### src/rtl/eth_regs_pkg.sv
// Shared constants for the Ethernet AXI4-Lite register block: register
// selects, field bit positions and AXI response codes.
package eth_regs_pkg;

    localparam int ADDR_W    = 32;
    localparam int DATA_W    = 32;
    localparam int ADDR_LSB  = 2;
    localparam int REG_SEL_W = 3;

    // Register select = byte offset >> ADDR_LSB
    typedef enum logic [2:0] {
        SEL_CTRL       = 3'd0,
        SEL_MDIO_CMD   = 3'd1,
        SEL_MDIO_WDATA = 3'd2,
        SEL_MDIO_STAT  = 3'd3,
        SEL_CRC_CNT    = 3'd4,
        SEL_SCRATCH    = 3'd5,
        SEL_UNMAPPED_6 = 3'd6,
        SEL_UNMAPPED_7 = 3'd7
    } reg_sel_e;

    // Byte offsets, for software-facing documentation and benches
    localparam logic [7:0] OFF_CTRL       = 8'h00;
    localparam logic [7:0] OFF_MDIO_CMD   = 8'h04;
    localparam logic [7:0] OFF_MDIO_WDATA = 8'h08;
    localparam logic [7:0] OFF_MDIO_STAT  = 8'h0C;
    localparam logic [7:0] OFF_CRC_CNT    = 8'h10;
    localparam logic [7:0] OFF_SCRATCH    = 8'h14;

    // Field positions
    localparam int CTRL_TX_TEST_EN_BIT = 0;
    localparam int CMD_START_BIT       = 0;
    localparam int CMD_OP_BIT          = 1;
    localparam int CMD_PHY_LSB         = 2;
    localparam int CMD_REG_LSB         = 7;
    localparam int MDIO_ADDR_W         = 5;
    localparam int MDIO_DATA_W         = 16;
    localparam int STAT_BUSY_BIT       = 16;

    localparam logic [31:0] CRC_MAX = 32'hFFFF_FFFF;

    localparam logic [1:0] RESP_OKAY   = 2'b00;
    localparam logic [1:0] RESP_SLVERR = 2'b10;

    // Offsets 0x18 and 0x1C have no register behind them
    function automatic logic sel_is_mapped(input logic [2:0] sel);
        return (sel <= 3'd5);
    endfunction

endpackage

### src/rtl/axi_lite_slave_if.sv
// AXI4-Lite slave handshake: independent AW/W holding registers, B and R
// channel valid management. Presents a single-cycle write/read strobe to
// the register core.
module axi_lite_slave_if
    import eth_regs_pkg::*;
#(
    parameter int ADDR_W    = 32,
    parameter int DATA_W    = 32,
    parameter int ADDR_LSB  = 2,
    parameter int REG_SEL_W = 3
) (
    input  logic                 clk_i,
    input  logic                 rst_ni,
    input  logic                 awvalid_i,
    output logic                 awready_o,
    input  logic [ADDR_W-1:0]    awaddr_i,
    input  logic                 wvalid_i,
    output logic                 wready_o,
    input  logic [DATA_W-1:0]    wdata_i,
    output logic                 bvalid_o,
    output logic [1:0]           bresp_o,
    input  logic                 bready_i,
    input  logic                 arvalid_i,
    output logic                 arready_o,
    input  logic [ADDR_W-1:0]    araddr_i,
    output logic                 rvalid_o,
    input  logic                 rready_i,
    output logic [DATA_W-1:0]    rdata_o,
    output logic [1:0]           rresp_o,
    output logic                 wr_en_o,
    output logic [REG_SEL_W-1:0] wr_sel_o,
    output logic [DATA_W-1:0]    wr_data_o,
    output logic                 rd_en_o,
    output logic [REG_SEL_W-1:0] rd_sel_o,
    input  logic [DATA_W-1:0]    rd_data_i,
    input  logic                 rd_err_i,
    input  logic                 wr_err_i
);

    logic                 aw_held_q, aw_held_d;
    logic [REG_SEL_W-1:0] aw_sel_q,  aw_sel_d;
    logic                 w_held_q,  w_held_d;
    logic [DATA_W-1:0]    w_data_q,  w_data_d;
    logic                 bvalid_q,  bvalid_d;
    logic [1:0]           bresp_q,   bresp_d;
    logic                 rvalid_q,  rvalid_d;
    logic [DATA_W-1:0]    rdata_q,   rdata_d;
    logic [1:0]           rresp_q,   rresp_d;

    logic                 aw_hs_s, w_hs_s, commit_s;
    logic [REG_SEL_W-1:0] aw_sel_in_s;
    logic                 unused_s;

    // Only the register-select bits of the addresses take part in decode
    assign unused_s = ^{1'b0,
                        awaddr_i[ADDR_W-1:ADDR_LSB+REG_SEL_W], awaddr_i[ADDR_LSB-1:0],
                        araddr_i[ADDR_W-1:ADDR_LSB+REG_SEL_W], araddr_i[ADDR_LSB-1:0]};

    assign aw_sel_in_s = awaddr_i[ADDR_LSB +: REG_SEL_W];

    // Readies derive purely from state, so no new AW/W enters while a response is pending
    assign awready_o = ~aw_held_q & ~bvalid_q;
    assign wready_o  = ~w_held_q  & ~bvalid_q;
    assign arready_o = ~rvalid_q;

    assign aw_hs_s  = awvalid_i & awready_o;
    assign w_hs_s   = wvalid_i  & wready_o;
    assign commit_s = (aw_held_q | aw_hs_s) & (w_held_q | w_hs_s);

    assign wr_en_o   = commit_s;
    assign wr_sel_o  = aw_held_q ? aw_sel_q : aw_sel_in_s;
    assign wr_data_o = w_held_q  ? w_data_q : wdata_i;

    assign rd_en_o  = arvalid_i & arready_o;
    assign rd_sel_o = araddr_i[ADDR_LSB +: REG_SEL_W];

    assign bvalid_o = bvalid_q;
    assign bresp_o  = bresp_q;
    assign rvalid_o = rvalid_q;
    assign rdata_o  = rdata_q;
    assign rresp_o  = rresp_q;

    // Write channel next state: hold AW/W until both present, then raise B
    always_comb begin
        aw_held_d = aw_held_q;
        aw_sel_d  = aw_sel_q;
        w_held_d  = w_held_q;
        w_data_d  = w_data_q;
        bvalid_d  = bvalid_q;
        bresp_d   = bresp_q;
        if (commit_s) begin
            aw_held_d = 1'b0;
            w_held_d  = 1'b0;
            bvalid_d  = 1'b1;
            bresp_d   = wr_err_i ? RESP_SLVERR : RESP_OKAY;
        end else begin
            if (aw_hs_s) begin
                aw_held_d = 1'b1;
                aw_sel_d  = aw_sel_in_s;
            end else begin
                aw_held_d = aw_held_q;
            end
            if (w_hs_s) begin
                w_held_d = 1'b1;
                w_data_d = wdata_i;
            end else begin
                w_held_d = w_held_q;
            end
            if (bvalid_q && bready_i) begin
                bvalid_d = 1'b0;
            end else begin
                bvalid_d = bvalid_q;
            end
        end
    end

    // Read channel next state: register data on accept, hold until rready
    always_comb begin
        rvalid_d = rvalid_q;
        rdata_d  = rdata_q;
        rresp_d  = rresp_q;
        if (rd_en_o) begin
            rvalid_d = 1'b1;
            rdata_d  = rd_data_i;
            rresp_d  = rd_err_i ? RESP_SLVERR : RESP_OKAY;
        end else if (rvalid_q && rready_i) begin
            rvalid_d = 1'b0;
        end else begin
            rvalid_d = rvalid_q;
        end
    end

    // Handshake state registers; reset drops every valid and holding register
    always_ff @(posedge clk_i or negedge rst_ni) begin
        if (!rst_ni) begin
            aw_held_q <= 1'b0;
            aw_sel_q  <= {REG_SEL_W{1'b0}};
            w_held_q  <= 1'b0;
            w_data_q  <= {DATA_W{1'b0}};
            bvalid_q  <= 1'b0;
            bresp_q   <= 2'b00;
            rvalid_q  <= 1'b0;
            rdata_q   <= {DATA_W{1'b0}};
            rresp_q   <= 2'b00;
        end else begin
            aw_held_q <= aw_held_d;
            aw_sel_q  <= aw_sel_d;
            w_held_q  <= w_held_d;
            w_data_q  <= w_data_d;
            bvalid_q  <= bvalid_d;
            bresp_q   <= bresp_d;
            rvalid_q  <= rvalid_d;
            rdata_q   <= rdata_d;
            rresp_q   <= rresp_d;
        end
    end

endmodule

### src/rtl/eth_axi_regs.sv
// Ethernet control/status register file behind an AXI4-Lite slave:
// TX test enable, MDIO command/data/status and a saturating good-CRC counter.
module eth_axi_regs
    import eth_regs_pkg::*;
#(
    parameter int ADDR_W    = 32,
    parameter int DATA_W    = 32,
    parameter int ADDR_LSB  = 2,
    parameter int REG_SEL_W = 3
) (
    input  logic              AXI_Clk,
    input  logic              AXI_Rstn,
    input  logic              AXI_awvalid,
    output logic              AXI_awready,
    input  logic [ADDR_W-1:0] AXI_awaddr,
    input  logic              AXI_wvalid,
    output logic              AXI_wready,
    input  logic [DATA_W-1:0] AXI_wdata,
    output logic              AXI_bvalid,
    output logic [1:0]        AXI_bresp,
    input  logic              AXI_bready,
    input  logic              AXI_arvalid,
    output logic              AXI_arready,
    input  logic [ADDR_W-1:0] AXI_araddr,
    output logic              AXI_rvalid,
    input  logic              AXI_rready,
    output logic [DATA_W-1:0] AXI_rdata,
    output logic [1:0]        AXI_rresp,
    input  logic              Crc_Ok_Pulse,
    input  logic              Mdio_Busy,
    input  logic              Mdio_Done,
    input  logic [15:0]       Mdio_Rdata,
    output logic              Tx_Test_En,
    output logic              Mdio_Start,
    output logic              Mdio_Op,
    output logic [4:0]        Mdio_Phy_Addr,
    output logic [4:0]        Mdio_Reg_Addr,
    output logic [15:0]       Mdio_Wdata
);

    logic                 wr_en_s, rd_en_s, wr_err_s, rd_err_s;
    logic [REG_SEL_W-1:0] wr_sel_s, rd_sel_s;
    logic [DATA_W-1:0]    wr_data_s, rd_data_s;
    reg_sel_e             wr_sel_e_s, rd_sel_e_s;

    logic        tx_test_en_q, tx_test_en_d;
    logic        mdio_start_q, mdio_start_d;
    logic        mdio_op_q,    mdio_op_d;
    logic [4:0]  mdio_phy_q,   mdio_phy_d;
    logic [4:0]  mdio_reg_q,   mdio_reg_d;
    logic [15:0] mdio_wdata_q, mdio_wdata_d;
    logic [15:0] mdio_stat_q,  mdio_stat_d;
    logic [31:0] crc_cnt_q,    crc_cnt_d;
    logic [31:0] scratch_q,    scratch_d;
    logic        unused_s;

    axi_lite_slave_if #(
        .ADDR_W    (ADDR_W),
        .DATA_W    (DATA_W),
        .ADDR_LSB  (ADDR_LSB),
        .REG_SEL_W (REG_SEL_W)
    ) u_if (
        .clk_i     (AXI_Clk),
        .rst_ni    (AXI_Rstn),
        .awvalid_i (AXI_awvalid),
        .awready_o (AXI_awready),
        .awaddr_i  (AXI_awaddr),
        .wvalid_i  (AXI_wvalid),
        .wready_o  (AXI_wready),
        .wdata_i   (AXI_wdata),
        .bvalid_o  (AXI_bvalid),
        .bresp_o   (AXI_bresp),
        .bready_i  (AXI_bready),
        .arvalid_i (AXI_arvalid),
        .arready_o (AXI_arready),
        .araddr_i  (AXI_araddr),
        .rvalid_o  (AXI_rvalid),
        .rready_i  (AXI_rready),
        .rdata_o   (AXI_rdata),
        .rresp_o   (AXI_rresp),
        .wr_en_o   (wr_en_s),
        .wr_sel_o  (wr_sel_s),
        .wr_data_o (wr_data_s),
        .rd_en_o   (rd_en_s),
        .rd_sel_o  (rd_sel_s),
        .rd_data_i (rd_data_s),
        .rd_err_i  (rd_err_s),
        .wr_err_i  (wr_err_s)
    );

    // The read mux is always live; the strobe only matters inside the interface
    assign unused_s   = ^{1'b0, rd_en_s};
    assign wr_sel_e_s = reg_sel_e'(wr_sel_s);
    assign rd_sel_e_s = reg_sel_e'(rd_sel_s);
    assign wr_err_s   = ~sel_is_mapped(wr_sel_s);
    assign rd_err_s   = ~sel_is_mapped(rd_sel_s);

    assign Tx_Test_En    = tx_test_en_q;
    assign Mdio_Start    = mdio_start_q;
    assign Mdio_Op       = mdio_op_q;
    assign Mdio_Phy_Addr = mdio_phy_q;
    assign Mdio_Reg_Addr = mdio_reg_q;
    assign Mdio_Wdata    = mdio_wdata_q;

    // Read mux; pre-update register values, so a same-cycle increment is not visible
    always_comb begin
        rd_data_s = {DATA_W{1'b0}};
        case (rd_sel_e_s)
            SEL_CTRL:       rd_data_s[CTRL_TX_TEST_EN_BIT] = tx_test_en_q;
            SEL_MDIO_CMD: begin
                rd_data_s[CMD_OP_BIT]                  = mdio_op_q;
                rd_data_s[CMD_PHY_LSB +: MDIO_ADDR_W]  = mdio_phy_q;
                rd_data_s[CMD_REG_LSB +: MDIO_ADDR_W]  = mdio_reg_q;
            end
            SEL_MDIO_WDATA: rd_data_s[MDIO_DATA_W-1:0] = mdio_wdata_q;
            SEL_MDIO_STAT: begin
                rd_data_s[MDIO_DATA_W-1:0] = mdio_stat_q;
                rd_data_s[STAT_BUSY_BIT]   = Mdio_Busy;
            end
            SEL_CRC_CNT:    rd_data_s = crc_cnt_q;
            SEL_SCRATCH:    rd_data_s = scratch_q;
            default:        rd_data_s = {DATA_W{1'b0}};
        endcase
    end

    // Software-written registers and the MDIO start strobe
    always_comb begin
        tx_test_en_d = tx_test_en_q;
        mdio_start_d = 1'b0;
        mdio_op_d    = mdio_op_q;
        mdio_phy_d   = mdio_phy_q;
        mdio_reg_d   = mdio_reg_q;
        mdio_wdata_d = mdio_wdata_q;
        scratch_d    = scratch_q;
        if (wr_en_s) begin
            case (wr_sel_e_s)
                SEL_CTRL:       tx_test_en_d = wr_data_s[CTRL_TX_TEST_EN_BIT];
                SEL_MDIO_CMD: begin
                    mdio_op_d    = wr_data_s[CMD_OP_BIT];
                    mdio_phy_d   = wr_data_s[CMD_PHY_LSB +: MDIO_ADDR_W];
                    mdio_reg_d   = wr_data_s[CMD_REG_LSB +: MDIO_ADDR_W];
                    // A start request while the controller is busy is dropped
                    mdio_start_d = wr_data_s[CMD_START_BIT] & ~Mdio_Busy;
                end
                SEL_MDIO_WDATA: mdio_wdata_d = wr_data_s[MDIO_DATA_W-1:0];
                SEL_SCRATCH:    scratch_d    = wr_data_s;
                default:        mdio_start_d = 1'b0;
            endcase
        end else begin
            mdio_start_d = 1'b0;
        end
    end

    // Status capture: MDIO read data on done, saturating CRC counter with clear priority
    always_comb begin
        if (Mdio_Done) begin
            mdio_stat_d = Mdio_Rdata;
        end else begin
            mdio_stat_d = mdio_stat_q;
        end
        if (wr_en_s && (wr_sel_e_s == SEL_CRC_CNT)) begin
            crc_cnt_d = 32'h0000_0000;
        end else if (Crc_Ok_Pulse && (crc_cnt_q != CRC_MAX)) begin
            crc_cnt_d = crc_cnt_q + 32'd1;
        end else begin
            crc_cnt_d = crc_cnt_q;
        end
    end

    // Register core state; all outputs are driven straight from these flops
    always_ff @(posedge AXI_Clk or negedge AXI_Rstn) begin
        if (!AXI_Rstn) begin
            tx_test_en_q <= 1'b0;
            mdio_start_q <= 1'b0;
            mdio_op_q    <= 1'b0;
            mdio_phy_q   <= 5'd0;
            mdio_reg_q   <= 5'd0;
            mdio_wdata_q <= 16'h0000;
            mdio_stat_q  <= 16'h0000;
            crc_cnt_q    <= 32'h0000_0000;
            scratch_q    <= 32'h0000_0000;
        end else begin
            tx_test_en_q <= tx_test_en_d;
            mdio_start_q <= mdio_start_d;
            mdio_op_q    <= mdio_op_d;
            mdio_phy_q   <= mdio_phy_d;
            mdio_reg_q   <= mdio_reg_d;
            mdio_wdata_q <= mdio_wdata_d;
            mdio_stat_q  <= mdio_stat_d;
            crc_cnt_q    <= crc_cnt_d;
            scratch_q    <= scratch_d;
        end
    end

endmodule

### config.mk
export PLATFORM = sky130hd
export DESIGN_NAME = eth_axi_regs
export DESIGN_NICKNAME = d
export VERILOG_FILES = /design/src/rtl/eth_regs_pkg.sv /design/src/rtl/axi_lite_slave_if.sv /design/src/rtl/eth_axi_regs.sv
export SDC_FILE = /design/constraint.sdc
export NUM_CORES = 1
export LEC_CHECK = 0
export BUFFER_PORTS_ARGS = -buffer_cell sky130_fd_sc_hd__buf_2
export CAP_MARGIN = 0
export CELL_PAD_IN_SITES_DETAIL_PLACEMENT = 1
export CELL_PAD_IN_SITES_GLOBAL_PLACEMENT = 1
export CORE_MARGIN = 2
export CORE_UTILIZATION = 45
export CTS_CLUSTER_SIZE = 16
export DETAILED_ROUTE_END_ITERATION = 12
export GPL_TIMING_DRIVEN = 0
export PLACE_DENSITY_LB_ADDON = 0.1
export SLEW_MARGIN = 20
export SYNTH_ARGS = -nofsm -noshare
export SYNTH_HDL_FRONTEND = slang
export SYNTH_SLANG_ARGS = --single-unit
### constraint.sdc
create_clock -name AXI_Clk -period 5.6 [get_ports AXI_Clk]
set_input_delay 1.12 -clock AXI_Clk [delete_from_list [all_inputs] [get_ports AXI_Clk]]
set_output_delay 1.12 -clock AXI_Clk [all_outputs]
set_load 0.005 [all_outputs]
==> results of run 1 <==
==> how the worst max path moves through the flow <==
stage                                               end                 startpoint  slack, ns
after floorplan            u_if.rdata_o[21]$_DFFE_PN0P_              AXI_araddr[4]       3.04
after detailed placement      crc_cnt_q[14]$_DFFE_PN0P_                AXI_awvalid       2.16
final                          crc_cnt_q[0]$_DFFE_PN0P_                AXI_awvalid       2.60
after CTS                                    AXI_wready  u_if.w_held_q$_DFFE_PN0P_       2.60
after global routing          crc_cnt_q[22]$_DFFE_PN0P_                AXI_awvalid       2.42
after global placement    u_if.w_data_q[28]$_DFFE_PN0P_                   AXI_Rstn       0.57
==> cell usage after synthesis (all sizes together), types with 2 or more instances <==
library cell / count / share of area
xnor2: 12 / 0.012
nand3b: 3 / 0.0027
a221oi: 4 / 0.0042
o31ai: 8 / 0.0071
nor2: 85 / 0.038
a211oi: 8 / 0.0071
nand2: 53 / 0.024
a21oi: 94 / 0.057
or3: 8 / 0.0059
inv: 7 / 0.0031
and3: 6 / 0.0047
nand3: 14 / 0.0083
a22oi: 20 / 0.018
mux2: 68 / 0.091
nor3b: 3 / 0.0027
a2111oi: 5 / 0.0089
a31oi: 2 / 0.0015
nor2b: 4 / 0.0030
or4: 9 / 0.0080
nand4: 7 / 0.0070
and4: 5 / 0.0053
buf: 14 / 0.011
dfrtp: 182 / 0.54
o41ai: 2 / 0.0043
o311ai: 2 / 0.0021
nor4: 6 / 0.0045
o21ai: 47 / 0.029
clkbuf: 40 / 0.018
nand2b: 2 / 0.0015
nor3: 5 / 0.0036
mux2i: 44 / 0.052
==> power groups by stage <==
stage	Combinational [W]	Clock (W)	Sequential (W)
final	0.00128	0.00122	0.00211
after global routing	0.00141	0.00130	0.00217
after CTS	0.00129	0.00124	0.00211
after detailed placement	0.00127	0	0.00213
after global placement	0.00120	0	0.00210
after floorplan	0.000790	0	0.00201
==> state kept, by name, summed over array words and instances (netlist names), 3 cells and up <==
| signal | flops |
|---|---|
| crc_cnt_q | 32 |
| scratch_q | 32 |
| u_if.rdata_o | 32 |
| u_if.w_data_q | 32 |
| Mdio_Wdata | 16 |
| mdio_stat_q | 16 |
| Mdio_Phy_Addr | 5 |
| Mdio_Reg_Addr | 5 |
| u_if.aw_sel_q | 3 |
==> worst max-delay path: stages <==
cell and delay, ns:
sky130_fd_sc_hd__buf_2 0.10, sky130_fd_sc_hd__nor2b_1 0.29, sky130_fd_sc_hd__o22ai_1 0.27, sky130_fd_sc_hd__nor3b_1 0.90, sky130_fd_sc_hd__clkbuf_1 0.49, sky130_fd_sc_hd__nor2_1 0.11
==> cells by family after synthesis <==
kind of cell	share of synthesized area
fa+ha+maj	0.00148
other cells	0.000445
simple gates	0.124
buf+inv	0.0319
mux	0.143
flops	0.540
compound gates	0.146
xor+xnor	0.0135
==> routing by layer <==
metal | vias up | track usage | part of all wire
li1 | 3126 | - | -
met1 | 3473 | 0.358 | 0.46
met2 | 135 | 0.429 | 0.49
met3 | 36 | 0.0530 | 0.035
met4 | 0 | 0.0695 | 0.021
met5 | - | 0 | 0
==> per-stage QoR <==
| step | std cells | utilization | hold WS [ns] |
|---|---|---|---|
| 6_report | 1179 | 0.540 | 0.477 |
| 2_1_floorplan | 785 | - | 0.473 |
| 4_1_cts | 1179 | 0.540 | 0.484 |
| 3_3_place_gp | 1146 | 0.506 | 0.460 |
| 5_1_grt | 1179 | 0.540 | 0.510 |
| 3_5_place_dp | 1147 | 0.508 | 0.468 |
==> final cells by class <==
| type | instances | area [µm²] |
|---|---|---|
| Fill cell | 2039 | 8520 |
| Sequential cell | 182 | 4550 |
| Multi-Input combinational cell | 542 | 3610 |
| Timing Repair Buffer | 128 | 673 |
| Clock buffer | 20 | 457 |
| Tap cell | 234 | 293 |
| Buffer | 54 | 243 |
| Clock inverter | 12 | 133 |
| Inverter | 7 | 26.3 |
==> results.txt, run 1 <==
The run finished with clean final reports. The share of synthesized area occupied by flip-flops and latches was 0.540; the fraction of power consumed by combinational cells was 0.277. The share of synthesized flip-flops with an asynchronous set or reset works out to 1.00. Dividing total power by cell area gives a power density of 461 nW/µm². The via total after detailed routing is 6,770. The longest clock path from root to sink contains 2 buffers. The clock root buffer master was sky130_fd_sc_hd__clkbuf_16. The die width was 141 µm. The launch instance of the worst min-delay path is u_if.rdata_o[13]$_DFFE_PN0P_.

The number of gates resized after CTS was 0. Wires add up to 25,200 µm. After clock tree synthesis, the clock-pin slew on the worst setup and hold paths is 0.07 ns.

For the worst flop-to-flop path, the logic depth is 5. Counting the buffers created by CTS gives 17. Post-CTS timing repair inserted 0 buffers for setup. Critical setup path kind: input pin to flop. The flip-flop and latch count after synthesis is 182, and the part of the total power dissipated in the clock network is 0.265. STA classifies the critical path startpoint as an input pin. STA classifies the critical path endpoint as a flop.

Cell internal power dissipation: 0.00300 W. For the overall power consumption, the log shows 0.00461 W. The routed length per instance came out at 21.4 µm. Synthesis produced 784 cells.

The top cell types in the final layout, fill and taps aside, are sky130_fd_sc_hd__dfrtp_1 (182), sky130_fd_sc_hd__buf_2 (130), sky130_fd_sc_hd__a21oi_1 (91), sky130_fd_sc_hd__nor2_1 (84), sky130_fd_sc_hd__mux2_2 (68). The die is 141 µm tall. For the combined area of all synthesized cells, the log shows 8430 µm².

The run gives 0.00161 W as the net switching component of the power. The cell area reported after detailed placement was 9400 µm²; the final count of negative-setup-slack endpoints was 0. The starting density of the core is 0.455.

The clock tree synthesis step divided the H-tree into 4 levels. Headroom to the max-slew limit: 0.309. The tools report the number of hold-repair buffers added at the cts stage as 0. The min-delay analysis places its worst path in the category flop to flop. Counting every sink on the clock net gives 182. For the total negative slack for setup checks, the log shows 0 ns. The first detailed-routing pass took 5 iterations. The final net count was 1,055; the number of instances on the worst hold path was 2. At the pin with the least slew margin, the transition time is 1.03 ns. The area growth from synthesis to layout is 18.6%.

The tools report the die area as 19,800 µm². The maximum number of pins on one net before global-route repair is 96, and the number of synthesized flops with an enable pin is 0. The per-instance average area after synthesis is 10.8 µm². The sequential cell fraction of total power is 0.459, and the I/O pin count is 192. The max-cap violation count is 0.

The logs give 0.0136 ns for the setup skew after layout and 2.60 ns for the slack of the critical path. For this design the static power due to leakage is 4.37 nW. At the end of routability-driven placement, the weighted congestion stood at 0.860. The commonest non-fill, non-tap cell in the layout is sky130_fd_sc_hd__dfrtp_1.

TritonCTS built the clock tree. The tools report the maximum vdd ir drop as 0.248 mV. The number of port buffers works out to 127. The final hold violation count was 0; the standard-cell row count was 50. In this run the remaining antenna-violating nets after routing total 0. The post-route clock period utilization came out at 0.536. The number of antenna repair diodes is 0, and the setup slack after placement is 2.16 ns. Setup repair after global routing left no endpoint under its margin. Among all flip-flop cells after synthesis, the most frequent one is sky130_fd_sc_hd__dfrtp_1.

The number of antenna violations at the first check in global routing came out at 0. For the worst-skew pair, the clock arrives at the later sink with an insertion delay of 0.44 ns. The largest fanout on the critical path was 10; the DRC marker count from the first detailed-route iteration was 422.

The run gives 9990 µm² as the post-route standard cell area excluding fillers. Global-route wire length before repair: 39,900 µm. The final critical delay including setup and external delays was 3.00 ns; the total grt overflow was 0. STA puts the critical path data arrival time at 3.30 ns. The setup slack on the worst flop-to-flop path came out at 2.93 ns. For the distinct cell type count of the synthesized netlist, the log shows 60.

Static timing analysis puts the maximum clock frequency at 0.333 GHz. The path with the worst hold slack has its endpoint at u_if.rdata_o[13]$_DFFE_PN0P_. The core region is 18,500 µm². In this run the critical register-to-register path is captured at crc_cnt_q[0]$_DFFE_PN0P_. The via count normalized by instance count is 5.74, and the via count of the first global-routing pass is 7,077. The logs give 0 for the max-slew violation count and 0 for the count of yosys warnings during synthesis.

The run gives 0.262 as the all-layer global routing usage. The logs give 18,900 µm for the HPWL after detailed placement and 5.90 ns for the data required time at the worst endpoint. Switching share of power: 0.349. The fraction of final layout cells with drive strength greater than 1 works out to 0.270. The startpoint identified for the worst register-to-register timing path is u_if.bvalid_o$_DFFE_PN0P_. After detailed routing, the number of remaining DRC violations is 0.
(Power assumes the default switching activity.)
==> run 2, diff against run 1 <==
- ABC_AREA: default -> 1
- CORE_UTILIZATION: 45 -> 39
- clock period: 5.6 -> 2.9 ns (I/O delays scaled with it)
==> results.txt, run 2 <==
The final critical delay including setup and external delays was 2.51 ns; the combined buffer and inverter count along the critical path was 1 (was 2). The top cell type by total area after synthesis is sky130_fd_sc_hd__dfrtp_1 (unchanged). The cell area reported after detailed placement came out at 9880 µm² (was 9400 µm²). Cell-by-cell trace of the critical path: ha_1 -> nand2_1 -> nor2_2 -> nand2_2 -> nor2_4 -> a21oi_1 -> clkbuf_1 -> nand4_1 -> nand2_1 (was buf_2 -> nor2b_1 -> o22ai_1 -> nor3b_1 -> clkbuf_1 -> nor2_1). The fraction of the core area covered by cells at the end of the flow is 0.476 (was 0.540), and the post-route clock period utilization is 0.866. Gate family responsible for the most delay along the worst path: simple AND/OR/NAND/NOR gates (unchanged).

The run finished with clean final reports. The largest fanout on the critical path was 10 (unchanged). The busiest layer in global routing was met2 (unchanged). The share of synthesized area occupied by flip-flops and latches is 0.517 (was 0.540).

Max-cap violation count: 0 (unchanged). Most frequent cell after synthesis: sky130_fd_sc_hd__nand2_1 (was sky130_fd_sc_hd__dfrtp_1). The flip-flop cell with the highest count after synthesis is sky130_fd_sc_hd__dfrtp_1 (unchanged).

Clock latency of the later-clocked register in the worst-skew pair: 0.44 ns (about the same). The run gives 0 (unchanged) as the count of yosys warnings during synthesis. The routed length per instance is 17.9 µm (was 21.4 µm), and the top cell type's share of synthesized area is 0.517 (was 0.540). The tools report the core outline area as 22,000 µm² (was 18,500 µm²). The number of gates given a new drive strength after cts is 0 (unchanged). Last weighted congestion value of the routability-driven placer: 0.834 (was 0.860). The run gives 0 (unchanged) as the total grt overflow. The tools report the maximum root-to-sink buffer count as 2 (unchanged).

The vertical die dimension is 154 µm (was 141 µm), and the highest cell delay on the worst timing path is 0.56 ns (was 0.90 ns). The post-route standard cell area excluding fillers was 10,500 µm² (was 9990 µm²). The tools report the via total after detailed routing as 8,191 (was 6,770).

For the setup skew after layout, the log shows 0.0142 ns (was 0.0136 ns). The via count normalized by instance count is 5.11 (was 5.74), and the final count of negative-setup-slack endpoints is 0 (unchanged). For the final-layout fill cell count, the log shows 2,796 (was 2,039). Setup repair after global routing left no endpoint under its margin. The synthesis-to-finish area growth works out to 19.0% (was 18.6%). Most frequent cells in the layout: sky130_fd_sc_hd__nand2_1 (375), sky130_fd_sc_hd__dfrtp_1 (182), sky130_fd_sc_hd__inv_1 (146), sky130_fd_sc_hd__buf_2 (140), sky130_fd_sc_hd__o21ai_0 (130) (was sky130_fd_sc_hd__dfrtp_1 (182), sky130_fd_sc_hd__buf_2 (130), sky130_fd_sc_hd__a21oi_1 (91), sky130_fd_sc_hd__nor2_1 (84), sky130_fd_sc_hd__mux2_2 (68)).

Startpoint kind of the worst setup timing path: a flop (was an input pin). The number of remaining DRC errors was 0 (unchanged). The tools report the clock buffer count from CTS as 17 (unchanged). Number of hold-repair buffers added at the cts stage: 1 (was 0).

The run gives 1 (was 0) as the number of antenna violations at the first check in global routing. Commonest non-fill, non-tap cell in the layout: sky130_fd_sc_hd__nand2_1 (was sky130_fd_sc_hd__dfrtp_1). In this design, the critical path's most frequently occurring cell is sky130_fd_sc_hd__nand2_1.

The all-layer global routing usage is 0.248 (was 0.262), and the per-instance average area after synthesis is 7.62 µm² (was 10.8 µm²). The maximum number of pins on one net before global-route repair was 84 (was 96); the footprint of the multi-input gates was 3470 µm² (was 3610 µm²). TritonCTS built the clock tree. The data required time at the worst endpoint is 3.28 ns (was 5.90 ns), and the die width is 154 µm (was 141 µm).

The leakage power of the design was 5.23 nW (was 4.37 nW). Number of port buffers: 131 (was 127). Flip-flop and latch count after synthesis: 182 (unchanged). Leading cell types by total area after synthesis: sky130_fd_sc_hd__dfrtp_1 (52%), sky130_fd_sc_hd__nand2_1 (16%), sky130_fd_sc_hd__o21ai_0 (7.4%) (was sky130_fd_sc_hd__dfrtp_1 (54%), sky130_fd_sc_hd__mux2_2 (9.1%), sky130_fd_sc_hd__a21oi_1 (5.4%)). The critical setup path kind was flop to flop (was input pin to flop). The logs give 192 (unchanged) for the I/O pin count and 45,900 µm (was 39,900 µm) for the global-route wire length before repair. The run gives 0.384 mV (was 0.248 mV) as the maximum vdd ir drop. Class of the worst hold path: input pin to flop (was flop to flop).

The tools report the setup slack after placement as 0.212 ns (was 2.16 ns). Clock sink total: 182 (unchanged). The headroom to the max-slew limit was 0.378 (was 0.309). The fraction of final layout cells with drive strength greater than 1 is 0.147 (was 0.270), and the CTS clock-pin slew for the worst setup and hold paths is 0.08 ns (was 0.07 ns). The final net count is 1,433 (was 1,055). For the final hold violation count, the log shows 0 (unchanged). The met2 demand-to-capacity share in global routing was 0.390 (was 0.429); the die area was 23,800 µm² (was 19,800 µm²). The tools report the category of the worst setup path capture point as a flop (unchanged).

The starting density of the core is 0.400 (was 0.455), and the met1 routing resource usage after global routing is 0.363 (was 0.358). The areal power density over the cells works out to 842 nW/µm² (was 461 nW/µm²). The run gives 2.89 ns (was 3.30 ns) as the data arrival time of the worst path. The logs give 28,700 µm (was 25,200 µm) for the final wirelength and 0.398 GHz for the achievable frequency. The buffer count from post-CTS setup fixing is 0 (unchanged). The run gives 4550 µm² (unchanged) as the sequential cell area in the final layout. DRC marker count from the first detailed-route iteration: 543 (was 422).

Most instantiated cells after synthesis: sky130_fd_sc_hd__nand2_1 (375), sky130_fd_sc_hd__dfrtp_1 (182), sky130_fd_sc_hd__inv_1 (146) (was sky130_fd_sc_hd__dfrtp_1 (182), sky130_fd_sc_hd__a21oi_1 (91), sky130_fd_sc_hd__nor2_1 (84)). The tools report the slack of the critical path as 0.387 ns (was 2.60 ns). The slowest stage cell on the critical path is sky130_fd_sc_hd__clkbuf_1 (was sky130_fd_sc_hd__nor3b_1).

Met3 usage in global routing: 0.0361 (was 0.0530). The clock root buffer master is sky130_fd_sc_hd__clkbuf_16 (unchanged). The logs give 4 (unchanged) for the H-tree depth and 4 (was 5) for the total iterations of the first detailed-routing run. The logs give 8,369 (was 7,077) for the via count of the first global-routing pass and 54 (was 50) for the standard-cell row count. The count of nets left with antenna violations after detail routing is 0 (unchanged). The combined area of all synthesized cells was 8810 µm² (was 8430 µm²); the count of mapped cells out of synthesis was 1,156 (was 784). The HPWL after detailed placement is 21,700 µm (was 18,900 µm), and the share of synthesized flip-flops with an asynchronous set or reset is 1.00 (unchanged).

Max-slew violation count: 0 (unchanged). The slew at the pin with the worst max-slew slack was 0.929 ns (was 1.03 ns). The number of synthesized flops with an enable pin was 0 (unchanged); the distinct cell type count of the synthesized netlist was 35 (was 60).
==> run 2: final cells by class <==
class / instances / area share
sequential: 182 / 0.435
multi-input combinational: 776 / 0.331
timing repair buffer: 134 / 0.0697
inverter: 151 / 0.0541
clock buffer: 18 / 0.0410
tap: 280 / 0.0334
buffer: 48 / 0.0209
clock inverter: 14 / 0.0147
antenna: 1 / 0.000239
==> run 2: kinds of logic after synthesis <==
| family | synth area share |
|---|---|
| multiplexers | 0.00128 |
| adder cells (fa/ha/maj) | 0.00142 |
| XOR/XNOR | 0.0109 |
| AO/OA/AOI/OAI | 0.140 |
| flip-flops | 0.517 |
| other | 0.000426 |
| AND/OR/NAND/NOR | 0.240 |
| buffers and inverters | 0.0892 |
==> run 2: final timing paths <==
path                       slack [ns]  cells past startpoint                             to                         start
hold reg to reg                  0.47                      2   u_if.rdata_o[20]$_DFFE_PN0P_  u_if.rdata_o[20]$_DFFE_PN0P_
setup reg to reg                 0.39                      9      crc_cnt_q[21]$_DFFE_PN0P_      crc_cnt_q[1]$_DFFE_PN0P_
setup / recovery                 0.39                      9      crc_cnt_q[21]$_DFFE_PN0P_      crc_cnt_q[1]$_DFFE_PN0P_
max in group asynchronous        1.28                      4  u_if.w_data_q[18]$_DFFE_PN0P_                      AXI_Rstn
min in group asynchronous        0.58                      2     mdio_stat_q[1]$_DFFE_PN0P_                      AXI_Rstn
hold / removal                   0.32                      2      u_if.bvalid_o$_DFFE_PN0P_                    AXI_bready
==> run 2: where the power goes <==
part / total, W / switching, W / internal (W)
logic: 0.00262 / 0.00171 / 0.000910
registers: 0.00388 / 0.000500 / 0.00338
clock network: 0.00232 / 0.00116 / 0.00116
total: 0.00882 / 0.00337 / 0.00545
==> run 2: worst reg2reg max path, cell delays in order (launching register included) <==
cell and delay [ns]:
sky130_fd_sc_hd__dfrtp_1 0.41, sky130_fd_sc_hd__ha_1 0.22, sky130_fd_sc_hd__nand2_1 0.09, sky130_fd_sc_hd__nor2_2 0.07, sky130_fd_sc_hd__nand2_2 0.16, sky130_fd_sc_hd__nor2_4 0.08
sky130_fd_sc_hd__a21oi_1 0.55, sky130_fd_sc_hd__clkbuf_1 0.56, sky130_fd_sc_hd__nand4_1 0.22, sky130_fd_sc_hd__nand2_1 0.10
==> run 2: metrics by stage <==
step	total power [W]	hold WS, ns	instances	TNS (ns)
2_1_floorplan	0.00534	0.284	1157	0
3_3_place_gp	0.00640	0.458	1568	-349.43
3_5_place_dp	0.00654	0.448	1570	0
4_1_cts	0.00889	0.315	1603	0
5_1_grt	0.00945	0.338	1604	0
6_report	0.00882	0.315	1604	0
==> run 2: metal layers <==
layer  share of wire  vias to the layer above  wire length, µm
li1                -                     3962                -
met1            0.49                     4026            14100
met2            0.46                      175            13200
met3           0.036                       28             1030
met4           0.014                        0              415
met5               0                        -                0
